`config.mk`:
```
export PLATFORM = sky130hd
export DESIGN_NAME = pc_sequencer
export DESIGN_NICKNAME = d
export VERILOG_FILES = /design/src/rtl/pc_sequencer.sv
export SDC_FILE = /design/constraint.sdc
export NUM_CORES = 1
export LEC_CHECK = 0
export BUFFER_PORTS_ARGS = -buffer_cell sky130_fd_sc_hd__buf_2
export CAP_MARGIN = 40
export CORE_MARGIN = 3
export CORE_UTILIZATION = 40
export CTS_CLUSTER_DIAMETER = 60
export DETAILED_ROUTE_END_ITERATION = 10
export HOLD_SLACK_MARGIN = 0.12
export PLACE_DENSITY_LB_ADDON = 0.12
export SLEW_MARGIN = 30
export SYNTH_ARGS = -nofsm -noshare
export SYNTH_HDL_FRONTEND = slang
export SYNTH_SLANG_ARGS = --single-unit
```
`constraint.sdc`:
```
create_clock -name clk -period 1.99 [get_ports clk]
set_input_delay 0.199 -clock clk [delete_from_list [all_inputs] [get_ports clk]]
set_output_delay 0.199 -clock clk [all_outputs]
set_load 0.03 [all_outputs]
```
`src/rtl/pc_sequencer.sv`:
```
// Program-counter stage of the single-cycle MIPS core: holds the PC and selects the next PC.
// It also handles stall, halt, misaligned-target traps (with EPC capture) and counts retired instructions.
module pc_sequencer #(
    parameter logic [31:0] RESET_VECTOR = 32'h0000_0000,
    parameter logic [31:0] EXC_VECTOR   = 32'h0000_0080
) (
    input  logic        clk,
    input  logic        rst_n,
    input  logic        stall,
    input  logic        halt,
    input  logic [31:0] pc_plus4,
    input  logic        branch_taken,
    input  logic [31:0] branch_target,
    input  logic        jump,
    input  logic [25:0] jump_index,
    input  logic        jump_reg,
    input  logic [31:0] reg_target,
    output logic [31:0] pc_out,
    output logic        pc_valid,
    output logic        halted,
    output logic        exc_flag,
    output logic [31:0] epc,
    output logic [31:0] retire_count
);

    typedef enum logic [1:0] {BOOT, RUN, HALTED} state_t;

    state_t      state_q, state_d;
    logic [31:0] pc_q, pc_d;
    logic [31:0] epc_q, epc_d;
    logic [31:0] retire_q, retire_d;
    logic        exc_q, exc_d;
    logic [31:0] cand;

    always_ff @(posedge clk) begin
        if (!rst_n) begin
            state_q  <= BOOT;
            pc_q     <= RESET_VECTOR;
            epc_q    <= 32'd0;
            retire_q <= 32'd0;
            exc_q    <= 1'b0;
        end else begin
            state_q  <= state_d;
            pc_q     <= pc_d;
            epc_q    <= epc_d;
            retire_q <= retire_d;
            exc_q    <= exc_d;
        end
    end

    always_comb begin
        state_d  = state_q;
        pc_d     = pc_q;
        epc_d    = epc_q;
        retire_d = retire_q;
        exc_d    = 1'b0;
        cand     = pc_plus4;
        case (state_q)
            BOOT: state_d = RUN;
            RUN: begin
                // Stall outranks halt, so a stalled halt is not taken.
                if (stall) begin
                    state_d = RUN;
                end else if (halt) begin
                    state_d  = HALTED;
                    retire_d = retire_q + 32'd1;
                end else begin
                    if (jump_reg)          cand = reg_target;
                    else if (jump)         cand = {pc_plus4[31:28], jump_index, 2'b00};
                    else if (branch_taken) cand = branch_target;
                    else                   cand = pc_plus4;
                    retire_d = retire_q + 32'd1;
                    if (cand[1:0] != 2'b00) begin
                        pc_d  = EXC_VECTOR;
                        epc_d = pc_q;
                        exc_d = 1'b1;
                    end else begin
                        pc_d = cand;
                    end
                end
            end
            HALTED:  state_d = HALTED;
            default: state_d = BOOT;
        endcase
    end

    always_comb begin
        pc_out       = pc_q;
        pc_valid     = (state_q == RUN);
        halted       = (state_q == HALTED);
        exc_flag     = exc_q;
        epc          = epc_q;
        retire_count = retire_q;
    end

endmodule
```
==> impl_metrics.csv, run 1 <==
group,metric,value,unit
critical_path,slowest_delay,690,ps
sta,timing.max_slew.rel_slack,61.25,%
clocking,numCtsBuffers,9,
synth,synth_largest_type_area_fraction,40.11,%
clocking,ctsHtreeMaxLevel,3,
power,finalPower,4302,uW
critical_path,critical-path-top-delay-family,"simple AND/OR/NAND/NOR gates",
synth,synth.yosys.warnings,0,
synth,postSynthNetCount,698,
synth,synthMostInstantiatedCell,"nand2_1",
critical_path,critPathCaptureType,"register",
critical_path,critical_path.cell_chain,"nand4_1 -> or4_4 -> nor4_1 -> mux2i_1",
routing,wl_met3,798,um
global_route,pin_count_of_the_biggest_net_entering_global_routing,55,
synth,synth.cells.most_frequent,"nand2_1 (135), dfxtp_1 (99), mux2i_1 (93)",
placed_design,buffer_ports.inserted,227,
critical_path,worstSetupStartpointType,"register",
sta,setup-tns-final,0,ps
clocking,clk-insertion-delay-late,330,ps
placed_design,place_congestion,0.8232,
sta,number_of_max_slew_violations_in_the_final_report,0,
sta,timing.clock.skew,6.572,ps
synth,ys_top_cells_by_area,"dfxtp_1 (40%), mux2i_1 (19%), nand2_1 (10%)",
global_route,grt_pass1_wl,22330,um
routing,top_signal_layer_used,"met4",
final_layout,postLayoutCellArea,0.006609,sq mm
sta,timing.fmax,0.5366,GHz
floorplan,starting_utilization_of_the_core_area,42.02,%
global_route,grt_pass1_vias,4517,
power,cell_leakage_power,0.003048,uW
placed_design,dpl.hpwl,11360,um
routing,first_pass_iters,4,
synth,synthCells,568,
synth,yosys_register_bits,99,
critical_path,slowest_stage_cell_crit_path,"or4_4",
clocking,ctsLongestPathBuffers,2,
synth,avgSynthCellArea,8.699,sq um
synth,synth_top_flop_cell,"dfxtp_1",
final_layout,area_delta_synth_final,33.76,%
sta,hold_slack,132.5,ps
sta,setup_violations,0,
routing,residual_antenna_violating_net_count_after_detailed_routing,0,
sta,final_worst_path_period_need,1864,ps
synth,synth_enable_flop_cells,0,
status,status,"complete, no violations",
synth,number_of_library_cell_types_mapped_by_synthesis,48,
power,p_per_area,650.9,mW/mm^2
critical_path,timing.critical_path.arrival,2130,ps
critical_path,cp_max_fo,13,
routing,met2RoutedLength,7476,um
synth,netlist_area,0.004941,sq mm
sta,hold_violations,0,
global_route,grtUsageTotal,20.79,%
clocking,cts.reportedPaths.clkPinSlew,70,ps
final_layout,final_core_utilization,56.20,%
synth,asyncSetResetFlopFracSynth,0,%
hold_path,hold_path.class,"in2reg",
routing,drt_drc_violations_left,0,
sta,unrepaired_setup_endpoints_after_global_routing,"false",
critical_path,timing.critical_path.buf_inv,0,
clocking,clock_tree_from_tritoncts,"done",
routing,route.vias.total,4809,
routing,route.detailed.vias_per_inst,5.030,
routing,detailedRoute.firstIterationViolations,262,
floorplan,total_die_area,0.01372,sq mm
floorplan,die_x,117.1,um
floorplan,fp.dieH,117.1,um
clocking,cts-root-buf,"clkbuf_16",
synth,yosysSeqAreaShare,40.11,%
routing,drt-met1-wl,6144,um
critical_path,path_class,"reg2reg",
flow_run,max_cap_violations,0,
final_layout,num-nets-final,917,
global_route,grt_antenna_before_repair,2,
placed_design,dpl-instance-area,0.006290,sq mm
critical_path,required_time_of_the_critical_path,2250,ps
routing,wl_per_cell,15.35,um
sta,fin_crit_sh,93.65,%
routing,totalWireLength,14670,um
global_route,global_route.overflow_total,0,
clocking,postCtsSetupBuffers,0,
clocking,clkSinkCount,99,
floorplan,ios,228,
floorplan,floorplan.rows,39,
synth,synth_largest_area_cell,"dfxtp_1",
power,max_rail_drop_vdd,0.3725,mV
floorplan,design.core.area,0.01176,sq mm
final_layout,drive_above_1_share,35.82,%
sta,tightestPinTransition,580.0,ps
[routing by layer]
metal,up-vias,global-route usage (%)
li1,2428,-
met1,2216,25.53
met2,149,35.29
met3,16,4.267
met4,0,8.869
met5,-,0
[cell usage in the layout (no fill, tap or decap), types with 10 or more instances in the layout]
cell	instances
nor2_1	12
nand3_1	10
buf_4	18
nand4_1	12
nand2b_1	14
mux2i_1	93
o21ai_0	57
buf_2	227
dfxtp_1	98
nand2_1	135
[cells by family (layout without fill, tap and decap cells)]
| family | count (synthesis) | count (layout) | synth area share [%] |
|---|---|---|---|
| simple gates | 219 | 219 | 21.17 |
| flops | 99 | 99 | 40.11 |
| mux | 96 | 96 | 19.52 |
| compound gates | 95 | 95 | 12.86 |
| buf+inv | 48 | 270 | 4.305 |
| xor+xnor | 10 | 10 | 1.773 |
| fa+ha+maj | 1 | 1 | 0.2532 |
| other cells | 0 | 2 | 0 |
[stage by stage]
| step | std cells | setup slack (ps) |
|---|---|---|
| global route | 956 | 7.302 |
| finish | 956 | 126.3 |
| CTS | 954 | 69.13 |
| detailed placement | 939 | 92.60 |
| global placement | 937 | 159.9 |
| floorplan | 568 | 67.10 |
[timing repair]
item / CTS / global route
hold buffers: 1 / 0
endpoints found under the hold margin: 1 / 0
endpoints found under the setup margin: 0 / 3
gates resized for setup: 0 / 2
[path summary, 6_finish.rpt]
kind	from	to	slack, ps	cells after the start
hold reg to reg	epc[24]	epc[24]	460	2
hold / removal	halt	state_q[0]	130	2
setup / recovery	retire_count[11]	retire_count[31]	130	4
setup reg to reg	retire_count[11]	retire_count[31]	130	4
[sequential cells by signal, summed over array words and instances, names as in the netlist]
name	flops
epc	32
pc_out	32
retire_count	32
state_q	2
exc_flag	1
[report_power, final]
group	internal, uW	switching [uW]
registers	2000	19.8
clock network	1060	717
logic	235	268
total	3300	1000
[cell type report]
type / count / area [sq um]
diodes: 2 / 5.005
clock buffers: 12 / 266.5
clock inverters: 2 / 35.03
fillers: 1106 / 5151
inverters: 7 / 26.28
multi-input cells: 421 / 2751
flip-flops and latches: 99 / 1983
well taps: 164 / 205.2
repair buffers: 249 / 1336
(Power assumes the default switching activity.)
==> inputs of run 2 (changes only) <==
Settings changed: GPL_TIMING_DRIVEN set to 0, SETUP_SLACK_MARGIN set to 0.02.
Clock period 1.99 ns to 2.2 ns, I/O delays scaled along.
==> run 2 against run 1 <==
Effect of this change: register-to-register slack gained 180 ps; clock-buffer cell count is the same; wire length grew 7.6%; critical path depth increased by 1; clock power is 2% lower; first-iteration DRC count up 7.3%; clock skew is essentially flat; via count grew 4.0%; critical path type unchanged.
==> impl_metrics.csv, run 2 (synthesized netlist as in run 1, its figures left out) <==
group,metric,value,unit
critical_path,worstSetupStartpointType,"register",
sta,unrepaired_setup_endpoints_after_global_routing,"false",
critical_path,timing.critical_path.buf_inv,1,
global_route,grt_pass1_wl,24120,um
final_layout,final_common_cell,"buf_2",
global_route,pin_count_of_the_biggest_net_entering_global_routing,16,
critical_path,critical_path.cell_chain,"nand4_1 -> or4_4 -> buf_6 -> o311ai_2 -> o41ai_2",
final_layout,filler_cell_count,1094,
critical_path,cp_max_fo,10,
critical_path,critPathCaptureType,"register",
final_layout,area_delta_synth_final,33.81,%
sta,timing.clock.skew,6.695,ps
routing,detailedRoute.firstIterationViolations,281,
sta,timing.max_slew.rel_slack,49.91,%
placed_design,dpl-instance-area,0.006277,sq mm
global_route,global_route.overflow_total,0,
clocking,post_cts_resize_count,0,
floorplan,fp.dieH,117.1,um
clocking,post_cts_hold_buffer_count,0,
power,seqPwrFrac,45.3,%
global_route,grt_antenna_before_repair,2,
clocking,clock_tree_from_tritoncts,"done",
clocking,clk-insertion-delay-late,350,ps
power,combinationalPowerShare,11.4,%
routing,route.detailed.vias_per_inst,5.122,
floorplan,starting_utilization_of_the_core_area,42.02,%
power,p_per_area,609.4,mW/mm^2
floorplan,ios,228,
sta,number_of_max_slew_violations_in_the_final_report,0,
critical_path,timing.critical_path.arrival,2120,ps
sta,setup_violations,0,
final_layout,register_area,0.001982,sq mm
global_route,grt_pass1_vias,4819,
critical_path,path_class,"reg2reg",
power,sw_frac_of_total,23.85,%
clocking,ctsLongestPathBuffers,2,
critical_path,critical-path-top-delay-family,"simple AND/OR/NAND/NOR gates",
power,power_report.internal_total,3068,uW
sta,final_worst_path_period_need,1894,ps
sta,setup-tns-final,0,ps
critical_path,slowest_delay,590,ps
status,status,"complete, no violations",
clocking,postCtsSetupBuffers,0,
floorplan,die_x,117.1,um
clocking,cts.reportedPaths.clkPinSlew,70,ps
sta,timing.fmax,0.5280,GHz
routing,wl_per_cell,16.18,um
clocking,clkSinkCount,99,
placed_design,place_congestion,0.8384,
power,max_rail_drop_vdd,0.4027,mV
final_layout,final_core_utilization,56.22,%
sta,hold_violations,0,
routing,drt_drc_violations_left,0,
routing,totalWireLength,15790,um
sta,tightestPinTransition,751.4,ps
clocking,cts-root-buf,"clkbuf_16",
power,cell_leakage_power,0.003024,uW
final_layout,mostFrequentLayoutCells,"buf_2 (234), nand2_1 (135), dfxtp_1 (99), mux2i_1 (93), o21ai_0 (57)",
clocking,ctsHtreeMaxLevel,3,
placed_design,buffer_ports.inserted,226,
floorplan,total_die_area,0.01372,sq mm
floorplan,floorplan.rows,39,
final_layout,drive_above_1_share,33.46,%
final_layout,area_used_by_multi_input_combinational_logic,0.002746,sq mm
final_layout,num-nets-final,935,
routing,first_pass_iters,5,
global_route,grtUsageTotal,22.65,%
critical_path,required_time_of_the_critical_path,2420,ps
flow_run,max_cap_violations,0,
placed_design,dpl.hpwl,12410,um
sta,fin_crit_sh,86.10,%
routing,route.vias.total,4999,
floorplan,design.core.area,0.01176,sq mm
hold_path,hold_path.class,"in2reg",
critical_path,slowest_stage_cell_crit_path,"or4_4",
routing,residual_antenna_violating_net_count_after_detailed_routing,0,
power,power.share.clock,43.3,%
clocking,numCtsBuffers,9,
final_layout,postLayoutCellArea,0.006611,sq mm
power,netSwitchingPower,960.9,uW
==> run 2: metrics by stage <==
| stage | cells | hold slack [ps] | power (uW) | worst slack (ps) |
|---|---|---|---|---|
| after floorplan | 568 | 344.6 | 2121 | 277.1 |
| after global placement | 958 | 443.1 | 2319 | 213.3 |
| after detailed placement | 958 | 449.6 | 2328 | 188.8 |
| after CTS | 974 | 134.8 | 4065 | 316.0 |
| after global routing | 976 | 145.9 | 4186 | 96.53 |
| final | 976 | 139.0 | 4029 | 305.9 |
==> run 2: final timing paths <==
check	startpoint	end	slack, ps	cells past startpoint
setup / recovery	retire_count[12]	retire_count[30]	310	5
hold / removal	reg_target[26]	pc_out[26]	140	3
setup reg to reg	retire_count[12]	retire_count[30]	310	5
hold reg to reg	epc[31]	epc[31]	460	2
==> run 2: power by group through the flow <==
stage | logic (uW) | registers, uW | clock network [uW]
final | 459 | 1830 | 1740
after global placement | 453 | 1870 | 0
after CTS | 462 | 1830 | 1780
after detailed placement | 461 | 1870 | 0
after global routing | 508 | 1830 | 1850
after floorplan | 230 | 1890 | 0
==> run 2: cell type report <==
class / count / share of cell area, %
Clock buffer: 12 / 3.880
Tap cell: 164 / 3.104
Sequential cell: 99 / 29.98
Inverter: 7 / 0.3974
Timing Repair Buffer: 226 / 17.11
Antenna cell: 2 / 0.07570
Multi-Input combinational cell: 421 / 41.54
Buffer: 41 / 2.820
Clock inverter: 4 / 1.098
==> run 2: worst register-to-register path, delay by kind of cell (launching register included) <==
family / cells / cell delay, ps
AO/OA/AOI/OAI: 2 / 380
buffers and inverters: 1 / 180
flip-flops: 1 / 460
AND/OR/NAND/NOR: 2 / 770
==> run 2: per-layer routing <==
metal,global-route usage [%],part of all wire [%]
met1,27.14,41
met2,39.44,51
met3,4.833,5.6
met4,8.945,2.4
met5,0,0
==> inputs of run 3 (changes only) <==
Settings changed: CORE_MARGIN 3 to unset.
==> run 3 against run 2 <==
Effect of this change: cell count down 1.8%; design area fell by 0.59%; global-route usage is 1.2 points higher; critical endpoint is now retire_count[28]; largest power group unchanged.
==> impl_metrics.csv, run 3 (synthesized netlist as in run 1, its figures left out) <==
group,metric,value,unit
final_layout,register_area,0.001982,sq mm
critical_path,critical_path.cell_chain,"nand4_1 -> or4_4 -> buf_6 -> o311ai_2 -> o41ai_2",
routing,route.vias.total,5036,
clocking,postCtsSetupBuffers,0,
clocking,cts.reportedPaths.clkPinSlew,70,ps
final_layout,area_used_by_multi_input_combinational_logic,0.002746,sq mm
hold_path,min_from,"reg_target[22]",
clocking,clock_tree_from_tritoncts,"done",
flow_run,max_cap_violations,0,
placed_design,place_congestion,0.8900,
floorplan,design.core.area,0.01201,sq mm
clocking,numCtsBuffers,9,
critical_path,slowest_stage_cell_crit_path,"or4_4",
sta,final_worst_path_period_need,1926,ps
placed_design,dpl_worst_slack,171.4,ps
final_layout,area_delta_synth_final,33.02,%
routing,first_pass_iters,5,
floorplan,floorplan.rows,40,
critical_path,worstReg2RegStart,"retire_count[3]",
hold_path,hold_path.class,"in2reg",
sta,hold_violations,0,
placed_design,dpl.hpwl,12060,um
floorplan,die_x,113.1,um
final_layout,stdcell_count,958,
sta,timing.fmax,0.5191,GHz
routing,detailedRoute.firstIterationViolations,264,
critical_path,slowest_delay,610,ps
critical_path,critPathCaptureType,"register",
sta,timing.max_slew.rel_slack,50.21,%
sta,setup_violations,0,
clocking,clk-insertion-delay-late,330,ps
critical_path,path_class,"reg2reg",
power,max_rail_drop_vdd,0.3626,mV
final_layout,num-nets-final,935,
critical_path,required_time_of_the_critical_path,2410,ps
sta,final.setup.worst_slack,273.6,ps
floorplan,ios,228,
critical_path,worstSetupStartpointType,"register",
sta,unrepaired_setup_endpoints_after_global_routing,"false",
clocking,post_cts_hold_buffer_count,0,
sta,fin_crit_sh,87.57,%
global_route,global_route.overflow_total,0,
power,cell_leakage_power,0.003020,uW
placed_design,instance_count_after_placement_with_tap_cells_included,941,
floorplan,total_die_area,0.01280,sq mm
floorplan,fp.dieH,113.1,um
sta,setup-tns-final,0,ps
critical_path,timing.critical_path.arrival,2140,ps
clocking,cts-root-buf,"clkbuf_16",
routing,route.detailed.vias_per_inst,5.257,
sta,timing.clock.skew,5.382,ps
routing,drt_drc_violations_left,0,
placed_design,buffer_ports.inserted,226,
clocking,clkSinkCount,99,
final_layout,final_common_cell,"buf_2",
routing,totalWireLength,15300,um
sta,tightestPinTransition,746.9,ps
global_route,grtUsageTotal,23.87,%
final_layout,filler_cell_count,1176,
routing,wl_per_cell,15.97,um
critical_path,cp_max_fo,10,
global_route,grt_pass1_vias,4823,
clocking,ctsHtreeMaxLevel,3,
final_layout,mostFrequentLayoutCells,"buf_2 (234), nand2_1 (135), dfxtp_1 (99), mux2i_1 (93), o21ai_0 (57)",
floorplan,starting_utilization_of_the_core_area,41.14,%
power,p_per_area,598.2,mW/mm^2
global_route,grt_antenna_before_repair,1,
global_route,grt_pass1_wl,23890,um
global_route,pin_count_of_the_biggest_net_entering_global_routing,16,
clocking,post_cts_resize_count,0,
sta,number_of_max_slew_violations_in_the_final_report,0,
final_layout,drive_above_1_share,33.58,%
critical_path,crit_start,"retire_count[3]",
status,status,"complete, no violations",
power,finalPower,3932,uW
routing,residual_antenna_violating_net_count_after_detailed_routing,0,
clocking,ctsLongestPathBuffers,2,
final_layout,final_core_utilization,54.72,%
==> run 3: through the flow <==
stage | hold WS (ps) | area, sq um
after floorplan | 344.6 | 4941
after global placement | 441.4 | 6256
after detailed placement | 446.4 | 6256
after CTS | 140.2 | 6570
after global routing | 147.4 | 6573
final | 151.3 | 6573
==> run 3: metal layers <==
metal	track usage [%]	wire, um	vias up
met4	8.947	325	0
li1	-	-	2473
met5	0	0	-
met1	28.89	6655	2359
met3	3.482	687	18
met2	42.70	7634	186
==> run 3: final timing paths <==
| kind | slack, ps | endpoint | depth (start not counted) |
|---|---|---|---|
| worst max-delay path | 270 | retire_count[28] | 5 |
| worst min register to register | 450 | epc[0] | 2 |
| worst min-delay path | 150 | pc_out[22] | 3 |
| worst max register to register | 270 | retire_count[28] | 5 |
==> run 3: layout make-up <==
cell class / instances / share of cell area (%)
diodes: 1 / 0.03807
plain buffers: 41 / 2.836
clock buffers: 12 / 4.055
clock inverters: 4 / 0.7234
inverters: 7 / 0.3998
multi-input cells: 421 / 41.79
flip-flops and latches: 99 / 30.15
well taps: 147 / 2.798
repair buffers: 226 / 17.21
==> run 3: worst max-delay path, delay by kind of cell, from the launching register on <==
kind | cells | cell delay (ps)
buffers and inverters | 1 | 180
AND/OR/NAND/NOR | 2 | 800
AO/OA/AOI/OAI | 2 | 370
flip-flops | 1 | 450
==> run 3: power breakdown <==
part           total, uW  internal, uW  switching [uW]
Clock               1640           971             669
Combinational        466           202             264
Sequential          1830          1810            16.5
